`config.mk`:
```
export PLATFORM = sky130hd
export DESIGN_NAME = video_vtiming_seq_flat
export DESIGN_NICKNAME = d
export VERILOG_FILES = /design/src/rtl/video_vtiming_seq_pkg.sv /design/src/rtl/video_vtiming_seq_if.sv /design/src/rtl/video_vtiming_seq_hcount.sv /design/src/rtl/video_vtiming_seq.sv /design/src/flat_wrapper.sv
export SDC_FILE = /design/constraint.sdc
export NUM_CORES = 1
export LEC_CHECK = 0
export BUFFER_PORTS_ARGS = -buffer_cell sky130_fd_sc_hd__buf_2
export CORE_MARGIN = 8
export CORE_UTILIZATION = 55
export DETAILED_ROUTE_END_ITERATION = 10
export HOLD_SLACK_MARGIN = 0.02
export PLACE_DENSITY = 0.79
export SLEW_MARGIN = 40
export SYNTH_ARGS = -nofsm -noshare
export SYNTH_HDL_FRONTEND = slang
export SYNTH_SLANG_ARGS = --single-unit
```
`constraint.sdc`:
```
create_clock -name clk -period 2.7 [get_ports clk]
set_clock_uncertainty 0.1 [all_clocks]
set_input_delay 0.54 -clock clk [delete_from_list [all_inputs] [get_ports clk]]
set_output_delay 0.54 -clock clk [all_outputs]
set_load 0.03 [all_outputs]
```
`src/rtl/video_vtiming_seq_pkg.sv`:
```
// Shared constants and types for the video timing sequencer: default horizontal
// geometry, vertical PROM bit positions and the PROM fetch state encoding.
package video_timing_pkg;

  localparam int H_TOTAL_DEF       = 384;
  localparam int H_BLANK_START_DEF = 256;
  localparam int H_SYNC_START_DEF  = 288;
  localparam int H_SYNC_END_DEF    = 320;

  localparam int VT_VINT   = 0;
  localparam int VT_VSYNC  = 1;
  localparam int VT_VBLANK = 2;

  typedef enum logic [1:0] {
    FS_IDLE  = 2'd0,
    FS_ADDR  = 2'd1,
    FS_WAIT  = 2'd2,
    FS_LATCH = 2'd3
  } fetch_state_t;

endpackage

```
`src/rtl/video_vtiming_seq_if.sv`:
```
// Raster timing bundle: pixel enable, vertical PROM port and the timing outputs.
// master = sequencer side, slave = PROM / downstream consumer side.
interface video_vtiming_seq_if;

  logic       pix_ce;
  logic [7:0] prom_a;
  logic [3:0] prom_d;
  logic [8:0] hcount;
  logic [7:0] vcount;
  logic       line_start;
  logic       hblank;
  logic       hsync;
  logic       vblank;
  logic       vsync;
  logic       vint;

  modport master (
    input  pix_ce, prom_d,
    output prom_a, hcount, vcount, line_start, hblank, hsync, vblank, vsync, vint
  );

  modport slave (
    output pix_ce, prom_d,
    input  prom_a, hcount, vcount, line_start, hblank, hsync, vblank, vsync, vint
  );

endinterface

```
`src/rtl/video_vtiming_seq_hcount.sv`:
```
// Horizontal pixel counter with registered hblank/hsync/line_start decode.
// Decodes use the next count so every registered output lines up with hcount.
module video_hcount
  import video_timing_pkg::*;
#(
  parameter int H_TOTAL       = H_TOTAL_DEF,
  parameter int H_BLANK_START = H_BLANK_START_DEF,
  parameter int H_SYNC_START  = H_SYNC_START_DEF,
  parameter int H_SYNC_END    = H_SYNC_END_DEF
) (
  input  logic       clk,
  input  logic       reset_n,
  input  logic       pix_ce,
  output logic [8:0] hcount,
  output logic       line_tick,
  output logic       line_start,
  output logic       hblank,
  output logic       hsync
);

  logic       wrap;
  logic [8:0] hcount_nxt;

  always_comb begin
    wrap       = pix_ce && (hcount == 9'(H_TOTAL - 1));
    hcount_nxt = hcount;
    if (pix_ce) begin
      hcount_nxt = wrap ? 9'd0 : hcount + 9'd1;
    end
  end

  // Combinational wrap strobe: lets the vertical side act on the same edge
  // that raises line_start, keeping flag latency at three clocks.
  assign line_tick = wrap;

  always_ff @(posedge clk or negedge reset_n) begin
    if (!reset_n) begin
      hcount     <= '0;
      line_start <= 1'b0;
      hblank     <= 1'b0;
      hsync      <= 1'b0;
    end else begin
      hcount     <= hcount_nxt;
      line_start <= wrap;
      hblank     <= (hcount_nxt >= 9'(H_BLANK_START));
      hsync      <= (hcount_nxt >= 9'(H_SYNC_START)) && (hcount_nxt < 9'(H_SYNC_END));
    end
  end

endmodule

```
`src/rtl/video_vtiming_seq.sv`:
```
// Video timing sequencer: horizontal counter, 8-bit line counter and a per-line
// fetch of the external vertical PROM decoded into vblank/vsync/vint.
module video_vtiming_seq
  import video_timing_pkg::*;
#(
  parameter int H_TOTAL       = H_TOTAL_DEF,
  parameter int H_BLANK_START = H_BLANK_START_DEF,
  parameter int H_SYNC_START  = H_SYNC_START_DEF,
  parameter int H_SYNC_END    = H_SYNC_END_DEF
) (
  input logic          clk,
  input logic          reset_n,
  video_vtiming_seq_if.master vt
);

  logic [8:0]   hcount;
  logic         line_tick;
  logic         line_start;
  logic         hblank;
  logic         hsync;
  logic [7:0]   vcount;
  logic [7:0]   prom_a;
  logic         vblank;
  logic         vsync;
  logic         vint;
  logic         bit0_q;
  fetch_state_t state;

  video_hcount #(
    .H_TOTAL       (H_TOTAL),
    .H_BLANK_START (H_BLANK_START),
    .H_SYNC_START  (H_SYNC_START),
    .H_SYNC_END    (H_SYNC_END)
  ) u_hcount (
    .clk        (clk),
    .reset_n    (reset_n),
    .pix_ce     (vt.pix_ce),
    .hcount     (hcount),
    .line_tick  (line_tick),
    .line_start (line_start),
    .hblank     (hblank),
    .hsync      (hsync)
  );

  // Line counter wraps naturally; the PROM contents define the frame length.
  always_ff @(posedge clk or negedge reset_n) begin
    if (!reset_n) begin
      vcount <= '0;
    end else if (line_tick) begin
      vcount <= vcount + 8'd1;
    end
  end

  // Fetch: ADDR drives the line address, WAIT covers the PROM register,
  // LATCH captures the word. Reset parks in ADDR so line 0 is fetched at once.
  always_ff @(posedge clk or negedge reset_n) begin
    if (!reset_n) begin
      state  <= FS_ADDR;
      prom_a <= '0;
      vblank <= 1'b0;
      vsync  <= 1'b0;
      bit0_q <= 1'b0;
      vint   <= 1'b0;
    end else begin
      vint <= 1'b0;
      case (state)
        FS_IDLE: begin
          if (line_tick) begin
            state <= FS_ADDR;
          end
        end
        FS_ADDR: begin
          prom_a <= vcount;
          state  <= FS_WAIT;
        end
        FS_WAIT: begin
          state <= FS_LATCH;
        end
        FS_LATCH: begin
          vblank <= vt.prom_d[VT_VBLANK];
          vsync  <= vt.prom_d[VT_VSYNC];
          bit0_q <= vt.prom_d[VT_VINT];
          vint   <= vt.prom_d[VT_VINT] & ~bit0_q;
          state  <= FS_IDLE;
        end
        default: begin
          state <= FS_IDLE;
        end
      endcase
    end
  end

  assign vt.hcount     = hcount;
  assign vt.vcount     = vcount;
  assign vt.line_start = line_start;
  assign vt.hblank     = hblank;
  assign vt.hsync      = hsync;
  assign vt.prom_a     = prom_a;
  assign vt.vblank     = vblank;
  assign vt.vsync      = vsync;
  assign vt.vint       = vint;

endmodule

```
`src/flat_wrapper.sv`:
```
// flat-port wrapper written by rule: the top's interface ports become plain ports
module video_vtiming_seq_flat import video_timing_pkg::*;
#(
  parameter int H_TOTAL       = H_TOTAL_DEF,
  parameter int H_BLANK_START = H_BLANK_START_DEF,
  parameter int H_SYNC_START  = H_SYNC_START_DEF,
  parameter int H_SYNC_END    = H_SYNC_END_DEF
)
  (clk, reset_n, vt_pix_ce, vt_prom_d, vt_prom_a, vt_hcount, vt_vcount, vt_line_start, vt_hblank, vt_hsync, vt_vblank, vt_vsync, vt_vint);
  video_vtiming_seq_if vt_i ();
  input logic clk;
  input logic reset_n;
  input wire logic [$bits(vt_i.pix_ce)-1:0] vt_pix_ce;
  input wire logic [$bits(vt_i.prom_d)-1:0] vt_prom_d;
  output wire logic [$bits(vt_i.prom_a)-1:0] vt_prom_a;
  output wire logic [$bits(vt_i.hcount)-1:0] vt_hcount;
  output wire logic [$bits(vt_i.vcount)-1:0] vt_vcount;
  output wire logic [$bits(vt_i.line_start)-1:0] vt_line_start;
  output wire logic [$bits(vt_i.hblank)-1:0] vt_hblank;
  output wire logic [$bits(vt_i.hsync)-1:0] vt_hsync;
  output wire logic [$bits(vt_i.vblank)-1:0] vt_vblank;
  output wire logic [$bits(vt_i.vsync)-1:0] vt_vsync;
  output wire logic [$bits(vt_i.vint)-1:0] vt_vint;
  assign vt_i.pix_ce = vt_pix_ce;
  assign vt_i.prom_d = vt_prom_d;
  assign vt_prom_a = vt_i.prom_a;
  assign vt_hcount = vt_i.hcount;
  assign vt_vcount = vt_i.vcount;
  assign vt_line_start = vt_i.line_start;
  assign vt_hblank = vt_i.hblank;
  assign vt_hsync = vt_i.hsync;
  assign vt_vblank = vt_i.vblank;
  assign vt_vsync = vt_i.vsync;
  assign vt_vint = vt_i.vint;
  video_vtiming_seq #(.H_TOTAL(H_TOTAL), .H_BLANK_START(H_BLANK_START), .H_SYNC_START(H_SYNC_START), .H_SYNC_END(H_SYNC_END)) u_core (.clk(clk), .reset_n(reset_n), .vt(vt_i));
endmodule
```
======== Word-level counts from Yosys, hierarchy flattened ========
Cells that the tools add are included.
Widths: inputs -> output; s select.
storage, ports and cells
  ROM bits ................................ 0
  RAM bits ................................ 0
  register bits ........................... 34
  word-level logic and storage cells ...... 31
  bits in latches ......................... 0
  memories ................................ 0
operators by class
  bitwise logic cells ..................... 2
  $add $sub $neg .......................... 2
  multiplexer cells ....................... 5
  multiply operators ...................... 0
  reduce and logical (&&, ||, !) cells .... 3
  shifts and indexed selects .............. 0
  divide/modulo/power cells ............... 0
  eq/ne operators ......................... 5
  order comparisons ....................... 3
operator list
  cell                 number
  $ge 9x9->1 const B   2
  $mux 9               2
  $add 9x1->9 const B  1
  $eq 9x9->1 const B   1
  $lt 9x9->1 const B   1
  $add 8x1->8 const B  1
  $pmux 2 s4           1
  $eq 2x2->1 const B   2
  $eq 2x1->1 const B   1
  $logic_and 1x1->1    2
  $logic_not 2->1      1
  $mux 2               1
  $ne 2x2->1 const B   1
  $and 1x1->1          1
  $mux 1               1
  $not 1->1            1

======== Depth between registers and ports, before layout ========
  word-level depth ........................ 6
  gate-level depth with buffers ........... 6
  mapped depth without buffers ............ 5

======== Cells and area by module ========
A second synthesis with hierarchy kept.
second synthesis, totals
  cell total of the unflattened synthesis .. 110
  area total of the unflattened synthesis .. 1,451.4 sq um
by module, submodules not included
  module             instances  area each (sq um)  sequential area each (sq um)  cells an instance
  video_vtiming_seq  1          922.1              551.8                         66
  video_hcount       1          529.3              275.3                         44

======== Worst setup path before layout ========
No wires, ideal clock.
  path type ............................... register to register
  start point ............................. reg u_core.u_hcount.hcount[0]
  end point ............................... reg u_core.state[1]
  path slack .............................. 828 ps
  buffers on the path ..................... 0
  arrival ................................. 1,644 ps
  required time ........................... 2,472 ps
  cell stages (with the launch flop) ...... 6
  cells stage by stage .................... dfrtp_1 -> ha_1 -> and4_1 -> and3_4 -> nand2b_1 -> mux2_1
on the way
  cells in the longest elaborated chain, start to end .. 3
ends and longest elaborated chain
  element                   RTL line                        source
  start: declaration        video_vtiming_seq_hcount.sv:14  output logic [8:0] hcount,
  start signal: assignment  video_vtiming_seq_hcount.sv:43  hcount <= hcount_nxt;
  $eq 9x9->1                video_vtiming_seq_hcount.sv:25  wrap = pix_ce && (hcount == 9'(H_TOTAL - 1));
  $logic_and 1x1->1         video_vtiming_seq_hcount.sv:25
  $ne 2x2->1 (no line)      n/a
  end signal: assignment    video_vtiming_seq.sv:58         state <= FS_ADDR;
  end signal: assignment    video_vtiming_seq.sv:69         state <= FS_ADDR;
  end signal: assignment    video_vtiming_seq.sv:74         state <= FS_WAIT;
  end: declaration          video_vtiming_seq.sv:27         fetch_state_t state;
No other way between the ends.
A chain may end at the register's enable or synchronous reset.

======== Worst setup path in the final report ========
Same ends and word-level chain as after synthesis.

==> reports/qor.csv <==
stage,metric,value,unit
sta,crit share post-route,0.695,
setup_path,"critical path fanouts, max",13,
logic_synthesis,post-synthesis mux area share,0.113,
place,pre-CTS setup slack,717,ps
logic_synthesis,XOR/XNOR Fraction of Synth Area,0.0662,
place,input/output buffers,36,
global_routing,antenna violations before repair,0,
setup_path,"Worst Path Class, Setup",reg -> reg,
logic_synthesis,Synth area leader,dfrtp_1,
floorplanning,Initial Util,0.583,
floorplanning,Total Die Area,4550,um2
logic_synthesis,Netlist cell types,31,
clocking,Clock Path Buffers,2,
clocking,H-tree Lvls,2,
logic_synthesis,Mapped Nets,125,
sta,Slew @ Worst Pin,700,ps
routing,Vias,985,
floorplanning,die width,67.5,um
logic_synthesis,Cells after Synth,111,
routing,"antenna viol nets, final",0,
clocking,Num CTS Buffers,5,
pwr,Clock power frac,0.256,
cells_and_area,ANT cells,0,
logic_synthesis,Yosys top cell area share,0.550,
routing,drt via density,5.41,
clocking,CTS tree,yes,
sta,RSZ-0062 raised after global routing,false,
pwr,leakage power,0.936,nW
clocking,CTS Hold Bufs,0,
clocking,clock net sink count,33,
place,RePlAce Congestion,0.761,
setup_path,worst path required time,2810,ps
logic_synthesis,largest family of logic cells by synthesized area,simple AND/OR/NAND/NOR gates,
logic_synthesis,top post-synthesis cells by area,"dfrtp_1 (55%), mux2_2 (8.5%), ha_1 (6.0%), xnor2_1 (5.4%), nand4_1 (2.1%)",
logic_synthesis,commonest cells in the netlist,"dfrtp_1 (32), mux2_2 (11), xnor2_1 (9)",
pwr,VDD IR max,0.719,mV
logic_synthesis,#FFs+latches synth,33,
routing,total wire length,2660,um
floorplanning,Core Rows,18,
logic_synthesis,"count leader, synth",dfrtp_1,
cells_and_area,layout cells sized above 1,0.401,
global_routing,total grt overflow,0,
global_routing,first-pass GRT wire length,4480,um
pwr,sequential power share,0.452,
worst_hold_path,Hold WC Path Type,in -> async,
logic_synthesis,Compound-Gate Fraction of Synth Area,0.0352,
setup_path,Worst Setup End Kind,register,
logic_synthesis,simple-gate share of the synthesized area,0.129,
pwr,Pint,0.968,mW
logic_synthesis,average size of a mapped cell,13.1,um2
pwr,Power Total,1.46,mW
pwr,switching portion of total power,0.337,
pwr,power per cell area,840,nW/um2
logic_synthesis,Synth Area in Adders,0.0601,
global_routing,vias in the first global route,981,
routing,Pre-antenna DRT Iters,4,
status,status,completed,
clocking,"Gates resized, CTS repair",0,
clocking,Post-CTS Setup Inserts,0,
clocking,CTS root buf,clkbuf_4,
sta,fmax,0.533,GHz
sta,fin worst setup slack,823,ps
cells_and_area,Layout area overhead,19.2,%
logic_synthesis,sequential element share of the synthesized area,0.568,
floorplanning,Core Footprint,2500,um2
setup_path,Worst R2R Setup Slack,820,ps
pwr,Switching Power,0.491,mW
routing,DRC Markers,0,
logic_synthesis,Post-synth EDFFs,0,
sta,Final Hold Viols,0,
sta,max-slew violations,0,
clocking,"Reg clk slew, reported paths",90,ps
sta,Setup-failing EPs final,0,
logic_synthesis,"Cell Area, Synth",1460,um2
clocking,worst-skew pair later-pin latency,320,ps
global_routing,largest net degree at the start of global routing,34,
logic_synthesis,Synth Warn #,0,
sta,min Tclk post-route,1880,ps
job,MaxCap Viol Count,0,
logic_synthesis,Synth Flop Type,dfrtp_1,
routing,DR iter-0 viols,26,
setup_path,type of element launching the critical path,register,
global_routing,gr usage total,0.130,
floorplanning,Die Ht,67.5,um
sta,worst rel slew slack,0.533,
place,Post-DP HPWL,1990,um
cells_and_area,layout net count,165,
routing,wire per inst,14.6,um
place,Placed Instances,174,
cells_and_area,fin util,0.695,
logic_synthesis,"Async S/R FF share, synth",1.00,
floorplanning,number of I/O pins,38,
sta,post-route setup TNS,0,ps
cells_and_area,post-route insts no fill,182,
setup_path,Worst Path Arrival,1990,ps
pwr,combinational share of power,0.293,
cells by family (layout without fill, tap and decap cells):
logic type,count (synthesis),after routing
mux,15,15
xor+xnor,11,11
buf+inv,8,49
simple gates,30,30
flops,33,33
compound gates,7,7
fa+ha+maj,7,7
layout by cell type (no fill, tap or decap), types with 2 or more instances in the layout:
cell      count
inv_1         5
mux2i_1       3
ha_1          7
o21ai_0       4
nand2_1       8
xnor2_1       9
nor2_1        3
buf_2        36
and3_1        2
nand4_1       5
mux2_2       11
and4b_1       2
dfrtp_1      32
clkbuf_4      5
xor2_1        2
area by class of cell:
type	instances	area (um2)
sequential	33	827
fill	185	763
multi-input combinational	70	588
timing repair buffer	36	180
clock buffer	7	55.1
tap	30	37.5
clock inverter	1	30.0
inverter	5	18.8
critical path, cell delays in order, from the launching register on:
cell and delay, ps:
dfrtp_1 420, ha_1 190, and4_1 250, and3_4 290, nand2b_1 180, mux2_1 330
stage by stage:
stage,hold slack (ps),area [um2]
6_report,158,1740
4_1_cts,163,1740
3_5_place_dp,317,1650
2_1_floorplan,144,1460
5_1_grt,195,1740
3_3_place_gp,309,1650
state kept, by name (all words and copies together), names as in the netlist, 2 cells and up:
register and count:
u_core.vt.vcount 8, u_core.vt.prom_a 8, u_core.state 2, u_core.u_hcount.hcount 8
power by group through the flow:
stage,clock (mW),combinational [mW],sequential (mW)
after floorplan,0,0.208,0.766
after detailed placement,0,0.435,0.668
after global placement,0,0.417,0.661
after global routing,0.411,0.474,0.672
final,0.373,0.427,0.659
after CTS,0.387,0.436,0.660
final timing paths:
path                                      startpoint  cells after the start             endpoint
setup / recovery           u_core.u_hcount.hcount[0]                      5      u_core.state[1]
max in group asynchronous                    reset_n                      1        u_core.bit0_q
min in group clk                       u_core.bit0_q                      1       u_core.vt.vint
hold / removal                               reset_n                      1  u_core.vt.prom_a[1]
setup reg to reg           u_core.u_hcount.hcount[0]                      5      u_core.state[1]
hold reg to reg                        u_core.bit0_q                      1       u_core.vt.vint
per-layer routing:
metal / track usage / part of all wire / up-vias / wire length, um
met5: 0 / 0 / - / 0
li1: - / - / 468 / -
met2: 0.214 / 0.49 / 33 / 1300
met1: 0.143 / 0.42 / 477 / 1110
met4: 0.0627 / 0.018 / 0 / 48
met3: 0.0530 / 0.075 / 7 / 199
No activity file was read; power rests on OpenSTA's default activity.
